[config.mk]
export PLATFORM = sky130hd
export DESIGN_NAME = sys_ctrl_param
export DESIGN_NICKNAME = d
export VERILOG_FILES = /design/src/rtl/sys_ctrl_param.sv
export SDC_FILE = /design/constraint.sdc
export NUM_CORES = 1
export LEC_CHECK = 0
export CAP_MARGIN = 20
export CORE_UTILIZATION = 35
export DETAILED_ROUTE_END_ITERATION = 6
export PLACE_DENSITY = 0.6
export SYNTH_ARGS = -nofsm -noshare
export SYNTH_HDL_FRONTEND = slang
export SYNTH_SLANG_ARGS = --single-unit
[constraint.sdc]
create_clock -name i_clk -period 2.3 [get_ports i_clk]
set_input_delay 0.46 -clock i_clk [delete_from_list [all_inputs] [get_ports i_clk]]
set_output_delay 0.46 -clock i_clk [all_outputs]
set_load 0.01 [all_outputs]
[src/rtl/sys_ctrl_param.sv]
// ---------------------------------------------------------------------------
// sys_ctrl_param
//   UART command controller. It parses command frames that arrive byte by byte
//   from the RX synchroniser, drives the register-file and ALU strobes, and
//   pushes response bytes into the TX FIFO. The FIFO back-pressure is
//   honoured. An inactivity timeout aborts stalled frames.
//
//   Frames (first byte is the opcode):
//     OP_WR    addr, data        -> register write
//     OP_RD    addr              -> register read, 1 response byte
//     OP_ALU   a, b, fun         -> write a/b to reg 0/1, run ALU, RES_BYTES response bytes
//     OP_ALUNP fun               -> run ALU on current operands, RES_BYTES response bytes
//
// Ports
//   i_clk, i_rst_n       clock, asynchronous active-low reset
//   i_rx_p_data/_d_vld   RX byte and its one-cycle valid pulse
//   i_rd_data/_valid     register-file read return
//   i_alu_out/i_out_valid ALU result (RES_BYTES*DATA_WIDTH) and valid
//   i_fifo_full          TX FIFO full
//   o_alu_en, o_alu_fun, o_clkg_en   ALU control
//   o_clkdiv_en          clock-divider enable (1 once out of reset)
//   o_address, o_wr_en, o_rd_en, o_wr_data   register-file access
//   o_wr_data_fifo, o_wr_inc         TX FIFO write
//   o_frame_err          one-cycle error pulse
//   All outputs are registered.
// ---------------------------------------------------------------------------
module sys_ctrl_param #(
  parameter int                    DATA_WIDTH = 8,
  parameter int                    ADDR_WIDTH = 4,
  parameter int                    RES_BYTES  = 2,
  parameter int                    TIMEOUT    = 1023,
  parameter logic [DATA_WIDTH-1:0] OP_WR      = 'hAA,
  parameter logic [DATA_WIDTH-1:0] OP_RD      = 'hBB,
  parameter logic [DATA_WIDTH-1:0] OP_ALU     = 'hCC,
  parameter logic [DATA_WIDTH-1:0] OP_ALUNP   = 'hDD
) (
  input  logic                            i_clk,
  input  logic                            i_rst_n,
  input  logic [DATA_WIDTH-1:0]           i_rx_p_data,
  input  logic                            i_rx_d_vld,
  input  logic [DATA_WIDTH-1:0]           i_rd_data,
  input  logic                            i_rd_data_valid,
  input  logic [RES_BYTES*DATA_WIDTH-1:0] i_alu_out,
  input  logic                            i_out_valid,
  input  logic                            i_fifo_full,
  output logic                            o_alu_en,
  output logic [3:0]                      o_alu_fun,
  output logic                            o_clkg_en,
  output logic                            o_clkdiv_en,
  output logic [ADDR_WIDTH-1:0]           o_address,
  output logic                            o_wr_en,
  output logic                            o_rd_en,
  output logic [DATA_WIDTH-1:0]           o_wr_data,
  output logic [DATA_WIDTH-1:0]           o_wr_data_fifo,
  output logic                            o_wr_inc,
  output logic                            o_frame_err
);

  localparam int RES_W  = RES_BYTES * DATA_WIDTH;
  localparam int CNT_W  = (TIMEOUT > 0) ? $clog2(TIMEOUT + 1) : 1;
  localparam int BCNT_W = (RES_BYTES > 1) ? $clog2(RES_BYTES + 1) : 1;

  // The counter is compared one short of TIMEOUT: the abort takes effect on
  // the edge at which the count would reach TIMEOUT.
  localparam logic [CNT_W-1:0] TO_LAST = CNT_W'(TIMEOUT - 1);

  typedef enum logic [3:0] {
    IDLE, WR_ADDR, WR_DATA, RD_ADDR, RD_WAIT,
    ALU_A, ALU_B, ALU_FUN, ALU_WAIT, TX_PUSH
  } state_t;

  state_t                  r_state;
  logic [CNT_W-1:0]        r_cnt;
  logic [ADDR_WIDTH-1:0]   r_wr_addr;
  logic [RES_W-1:0]        r_res;
  logic [BCNT_W-1:0]       r_tx_left;

  logic                    r_alu_en;
  logic [3:0]              r_alu_fun;
  logic                    r_clkg_en;
  logic                    r_clkdiv_en;
  logic [ADDR_WIDTH-1:0]   r_address;
  logic                    r_wr_en;
  logic                    r_rd_en;
  logic [DATA_WIDTH-1:0]   r_wr_data;
  logic [DATA_WIDTH-1:0]   r_wr_data_fifo;
  logic                    r_wr_inc;
  logic                    r_frame_err;

  logic                    w_activity;
  logic                    w_timeout;

  // Any handshake from either side proves the frame is still alive.
  assign w_activity = i_rx_d_vld | i_rd_data_valid | i_out_valid | r_wr_inc;
  assign w_timeout  = (TIMEOUT != 0) && (r_state != IDLE) && (r_cnt == TO_LAST);

  // NOTE: every register here is sequential state, so it is assigned with
  // non-blocking (<=) assignments; blocking ones would make the result depend
  // on statement order and on how the simulator schedules other blocks.
  always_ff @(posedge i_clk or negedge i_rst_n) begin
    if (!i_rst_n) begin
      r_state        <= IDLE;
      r_cnt          <= '0;
      r_wr_addr      <= '0;
      r_res          <= '0;
      r_tx_left      <= '0;
      r_alu_en       <= 1'b0;
      r_alu_fun      <= '0;
      r_clkg_en      <= 1'b0;
      r_clkdiv_en    <= 1'b0;
      r_address      <= '0;
      r_wr_en        <= 1'b0;
      r_rd_en        <= 1'b0;
      r_wr_data      <= '0;
      r_wr_data_fifo <= '0;
      r_wr_inc       <= 1'b0;
      r_frame_err    <= 1'b0;
    end else begin
      r_clkdiv_en <= 1'b1;

      // Single-cycle strobes default low; states below raise them.
      r_wr_en     <= 1'b0;
      r_rd_en     <= 1'b0;
      r_wr_inc    <= 1'b0;
      r_frame_err <= 1'b0;

      if (r_state == IDLE || w_activity || TIMEOUT == 0) r_cnt <= '0;
      else                                               r_cnt <= r_cnt + CNT_W'(1);

      if (w_timeout) begin
        // Abort wins over anything arriving this cycle; such a byte is lost.
        r_frame_err <= 1'b1;
        r_alu_en    <= 1'b0;
        r_clkg_en   <= 1'b0;
        r_state     <= IDLE;
      end else begin
        unique case (r_state)
          IDLE: begin
            if (i_rx_d_vld) begin
              if      (i_rx_p_data == OP_WR)    r_state <= WR_ADDR;
              else if (i_rx_p_data == OP_RD)    r_state <= RD_ADDR;
              else if (i_rx_p_data == OP_ALU)   r_state <= ALU_A;
              else if (i_rx_p_data == OP_ALUNP) r_state <= ALU_FUN;
              else                              r_frame_err <= 1'b1;
            end
          end

          WR_ADDR: begin
            if (i_rx_d_vld) begin
              r_wr_addr <= i_rx_p_data[ADDR_WIDTH-1:0];
              r_state   <= WR_DATA;
            end
          end

          WR_DATA: begin
            if (i_rx_d_vld) begin
              r_address <= r_wr_addr;
              r_wr_data <= i_rx_p_data;
              r_wr_en   <= 1'b1;
              r_state   <= IDLE;
            end
          end

          RD_ADDR: begin
            if (i_rx_d_vld) begin
              r_address <= i_rx_p_data[ADDR_WIDTH-1:0];
              r_rd_en   <= 1'b1;
              r_state   <= RD_WAIT;
            end
          end

          RD_WAIT: begin
            if (i_rx_d_vld) r_frame_err <= 1'b1;
            if (i_rd_data_valid) begin
              r_res     <= RES_W'(i_rd_data);
              r_tx_left <= BCNT_W'(1);
              r_state   <= TX_PUSH;
            end
          end

          ALU_A, ALU_B: begin
            // Operand A lives in register 0, operand B in register 1.
            if (i_rx_d_vld) begin
              r_address <= (r_state == ALU_A) ? ADDR_WIDTH'(0) : ADDR_WIDTH'(1);
              r_wr_data <= i_rx_p_data;
              r_wr_en   <= 1'b1;
              r_state   <= (r_state == ALU_A) ? ALU_B : ALU_FUN;
            end
          end

          ALU_FUN: begin
            if (i_rx_d_vld) begin
              r_alu_fun <= i_rx_p_data[3:0];
              r_alu_en  <= 1'b1;
              r_clkg_en <= 1'b1;
              r_state   <= ALU_WAIT;
            end
          end

          ALU_WAIT: begin
            if (i_rx_d_vld) r_frame_err <= 1'b1;
            if (i_out_valid) begin
              r_res     <= i_alu_out;
              r_tx_left <= BCNT_W'(RES_BYTES);
              r_alu_en  <= 1'b0;
              r_clkg_en <= 1'b0;
              r_state   <= TX_PUSH;
            end
          end

          TX_PUSH: begin
            if (i_rx_d_vld) r_frame_err <= 1'b1;
            // Under back-pressure nothing moves: the byte register and the
            // remaining count are untouched, so no byte is lost or repeated.
            if (!i_fifo_full) begin
              r_wr_inc       <= 1'b1;
              r_wr_data_fifo <= r_res[DATA_WIDTH-1:0];
              r_res          <= r_res >> DATA_WIDTH;
              r_tx_left      <= r_tx_left - BCNT_W'(1);
              if (r_tx_left == BCNT_W'(1)) r_state <= IDLE;
            end
          end

          default: r_state <= IDLE;
        endcase
      end
    end
  end

  assign o_alu_en       = r_alu_en;
  assign o_alu_fun      = r_alu_fun;
  assign o_clkg_en      = r_clkg_en;
  assign o_clkdiv_en    = r_clkdiv_en;
  assign o_address      = r_address;
  assign o_wr_en        = r_wr_en;
  assign o_rd_en        = r_rd_en;
  assign o_wr_data      = r_wr_data;
  assign o_wr_data_fifo = r_wr_data_fifo;
  assign o_wr_inc       = r_wr_inc;
  assign o_frame_err    = r_frame_err;

endmodule

==> results.md <==
* Die area at 9880 µm²
* RSZ-0062 raised after global routing: false
* Iter 0 DRT Violations at 150
* Total GRT Usage at 17.0%
* Wirelength, routed at 7760 µm
* Outcome: complete, no violations
* Crit path time final at 2.07 ns
* Synth async-reset ratio at 100%
* Routed via count at 2549
* Critical path class: reg -> reg
* Post-synth EDFFs at 0
* Final WS setup at 0.233 ns
* Synthesized area per cell at 10.5 µm²
* Top cell type's share of synthesized area at 49.8%
* DR DRC count at 0
* Syn Nets at 357
* CTS Buf Count at 9
* DP HPWL at 5780 µm
* CTS tree: yes
* Post-route cell area at 4400 µm²
* Die height at 99.4 µm
* Fraction of layout cells with a size suffix above 1 at 19.8%
* Crit path capture type: flop
* Worst slew pin tran at 0.573 ns
* Reg area at 1650 µm²
* CP arrival at 2.31 ns
* Setup violators final at 0
* Synth Register Bits at 66
* Relative slew slack at 61.8%
* RR Endpoint: o_wr_data_fifo[0]$_DFFE_PN0P_
* Seq/Total Area, Yosys at 49.8%
* Max Fclk at 0.484 GHz
* Io pins at 69
* Maxcap violations at 0
* Vias in the first global route at 2691
* Clock-pin slew on the worst setup and hold paths at 0.08 ns
* Final core occ at 47.9%
* Top FF cell, synth: dfrtp_1
* Worst Path Max Fanout at 10
* Cell count after synthesis at 316
* Initial DRT Pass Iterations at 4
* RR Startpoint: r_state[3]$_DFFE_PN0P_
* Skew-Pair Late Insertion Delay at 0.35 ns
* Congestion Overflow GR at 0
* Skew final at 0.0139 ns
* Pwr dens at 1170 nW/µm²
* Leak at 1.93 nW
* R2r worst-path depth at 4
* R2r setup slk at 0.23 ns
* Hold buffers post-CTS at 0
* Final #Nets at 440
* Peak VDD IR at 0.564 mV
* Antenna Violating Nets Remaining at 0
* Die outline width at 99.4 µm
* RD Place Congestion at 0.895
* Placeable Area at 9200 µm²
* Setup TNS at 0 ns
* Area of the mapped netlist at 3320 µm²
* Wire length per cell at 15.1 µm
* Period utilisation layout at 89.9%
* Startpoint Class: flop
* Clk buf depth at 2
* H-tree depth at 3
* Largest net degree at the start of global routing at 29
* Row count at 35
* Pre-CTS setup slack at 0.109 ns
* P&R area growth vs syn at 32.6%
* CTS sink cnt at 66
* Synth area leader: dfrtp_1
* Yosys warnings at 0
* Max Slew Vio Count at 0
* Filler cell count at 855
* Worst Hold Margin at 0.00726 ns
* Critical Path RT at 2.54 ns
* Root buf cell: clkbuf_8
* Synth top area cells: dfrtp_1 50%, nand2_1 7.8%, mux2_2 4.1%
* Synth cell types at 63
* Postcts setup bufs at 0
* Antenna cell count at 0
* Port-buffer cells at 68
* Multi-input logic area at 1520 µm²
* Gates resized, CTS repair at 0
* Final hold vios at 0
* Global-route wire length before repair at 13000 µm
* Min-Delay Path Class: in -> async
* Starting Density at 36.1%
* Vias/cell at 4.95
* Initial antenna violation count at 0
* Placed cell area at 4190 µm²
## cell usage in the layout, fill, tap and decap left out, drive strengths merged, types with 2 or more instances in the layout
cell           count
nor4bb             2
and3               3
or2                4
clkbuf            11
nor3               5
nand3              4
a31oi              9
mux2              20
o2bb2ai            2
a22o              11
dfrtp             66
xnor2              4
nand3b             2
xor2               6
clkdlybuf4s50     67
a21oi             10
inv                6
buf               22
nand4              4
nand2             71
o21ai             21
nor2              21
ha                 3
clkinv             3
nand2b             2
## worst max-delay path, stage by stage (launching register included)
cell and delay, ns:
dfrtp_1 0.53, or3b_1 0.49, or4_1 0.69, nand2_1 0.18
nand2_1 0.06
## how the worst max path moves through the flow
stage,startpoint,to,slack [ns],cells after the start
final,r_state[3]$_DFFE_PN0P_,o_wr_data_fifo[0]$_DFFE_PN0P_,0.23,4
after global routing,r_state[3]$_DFFE_PN0P_,o_wr_data_fifo[0]$_DFFE_PN0P_,0.11,4
after CTS,r_state[3]$_DFFE_PN0P_,o_wr_data_fifo[0]$_DFFE_PN0P_,0.24,4
after detailed placement,i_rx_p_data[6],r_state[1]$_DFFE_PN0P_,0.11,7
after global placement,i_rx_d_vld,r_state[3]$_DFFE_PN0P_,0.16,6
after floorplan,r_cnt[0]$_DFF_PN0_,r_wr_addr[0]$_DFFE_PN0P_,0.57,6
## state kept, by name, summed over array words and instances (netlist names), 2 cells and up
| signal | cells |
|---|---|
| r_cnt | 10 |
| o_address | 4 |
| r_tx_left | 2 |
| r_wr_addr | 4 |
| r_state | 4 |
| o_alu_fun | 4 |
| o_wr_data_fifo | 8 |
| r_res | 16 |
| o_wr_data | 8 |
## cell families (layout without fill, tap and decap cells)
| group | after synthesis | in the layout | share of synthesized area [%] |
|---|---|---|---|
| AOI/OAI and AO/OA | 65 | 65 | 14.2 |
| muxes | 21 | 21 | 7.99 |
| xor gates and xnor gates | 10 | 10 | 2.64 |
| DFF | 66 | 66 | 49.8 |
| adders and majority gates | 3 | 3 | 1.13 |
| other | 1 | 1 | 0.113 |
| and+or+nand+nor | 127 | 127 | 19.7 |
| buffers and inverters | 23 | 111 | 4.49 |
## synthesized netlist by cell type, types with 4 or more instances
master and count:
dfrtp_1 66, xnor2_1 4, a31oi_1 9, mux2_4 8
a22o_1 11, o21ai_0 8, nand2_1 69, buf_4 4
mux2_2 12, xor2_1 6, o21ai_1 13, a21oi_1 6
inv_1 5, nor2_1 20, buf_2 6
## where the power goes
part	switching, mW	internal [mW]	total (mW)	leakage [nW]
Combinational	1.04	1.23	2.27	0.973
Clock	0.460	0.563	1.02	0.106
Sequential	0.291	1.56	1.85	0.853
## metal layers
layer	GRT usage [%]	wire, µm	up-vias
li1	-	-	1269
met5	0	0	-
met3	4.08	245	6
met1	22.6	3660	1234
met4	7.69	71	0
met2	26.2	3780	40
## metrics by stage
step,total power [mW],instances
2_1_floorplan,3.24,316
3_3_place_gp,4.11,499
3_5_place_dp,4.15,499
4_1_cts,5.20,515
5_1_grt,5.49,515
6_report,5.15,515
## final cells by class
type,count,area share [%]
Sequential cell,66,37.5
Multi-Input combinational cell,227,34.5
Timing Repair Buffer,89,19.2
Clock buffer,11,3.44
Tap cell,111,3.16
Clock inverter,5,1.36
Inverter,6,0.796
Power figures use the tool's default switching activity.
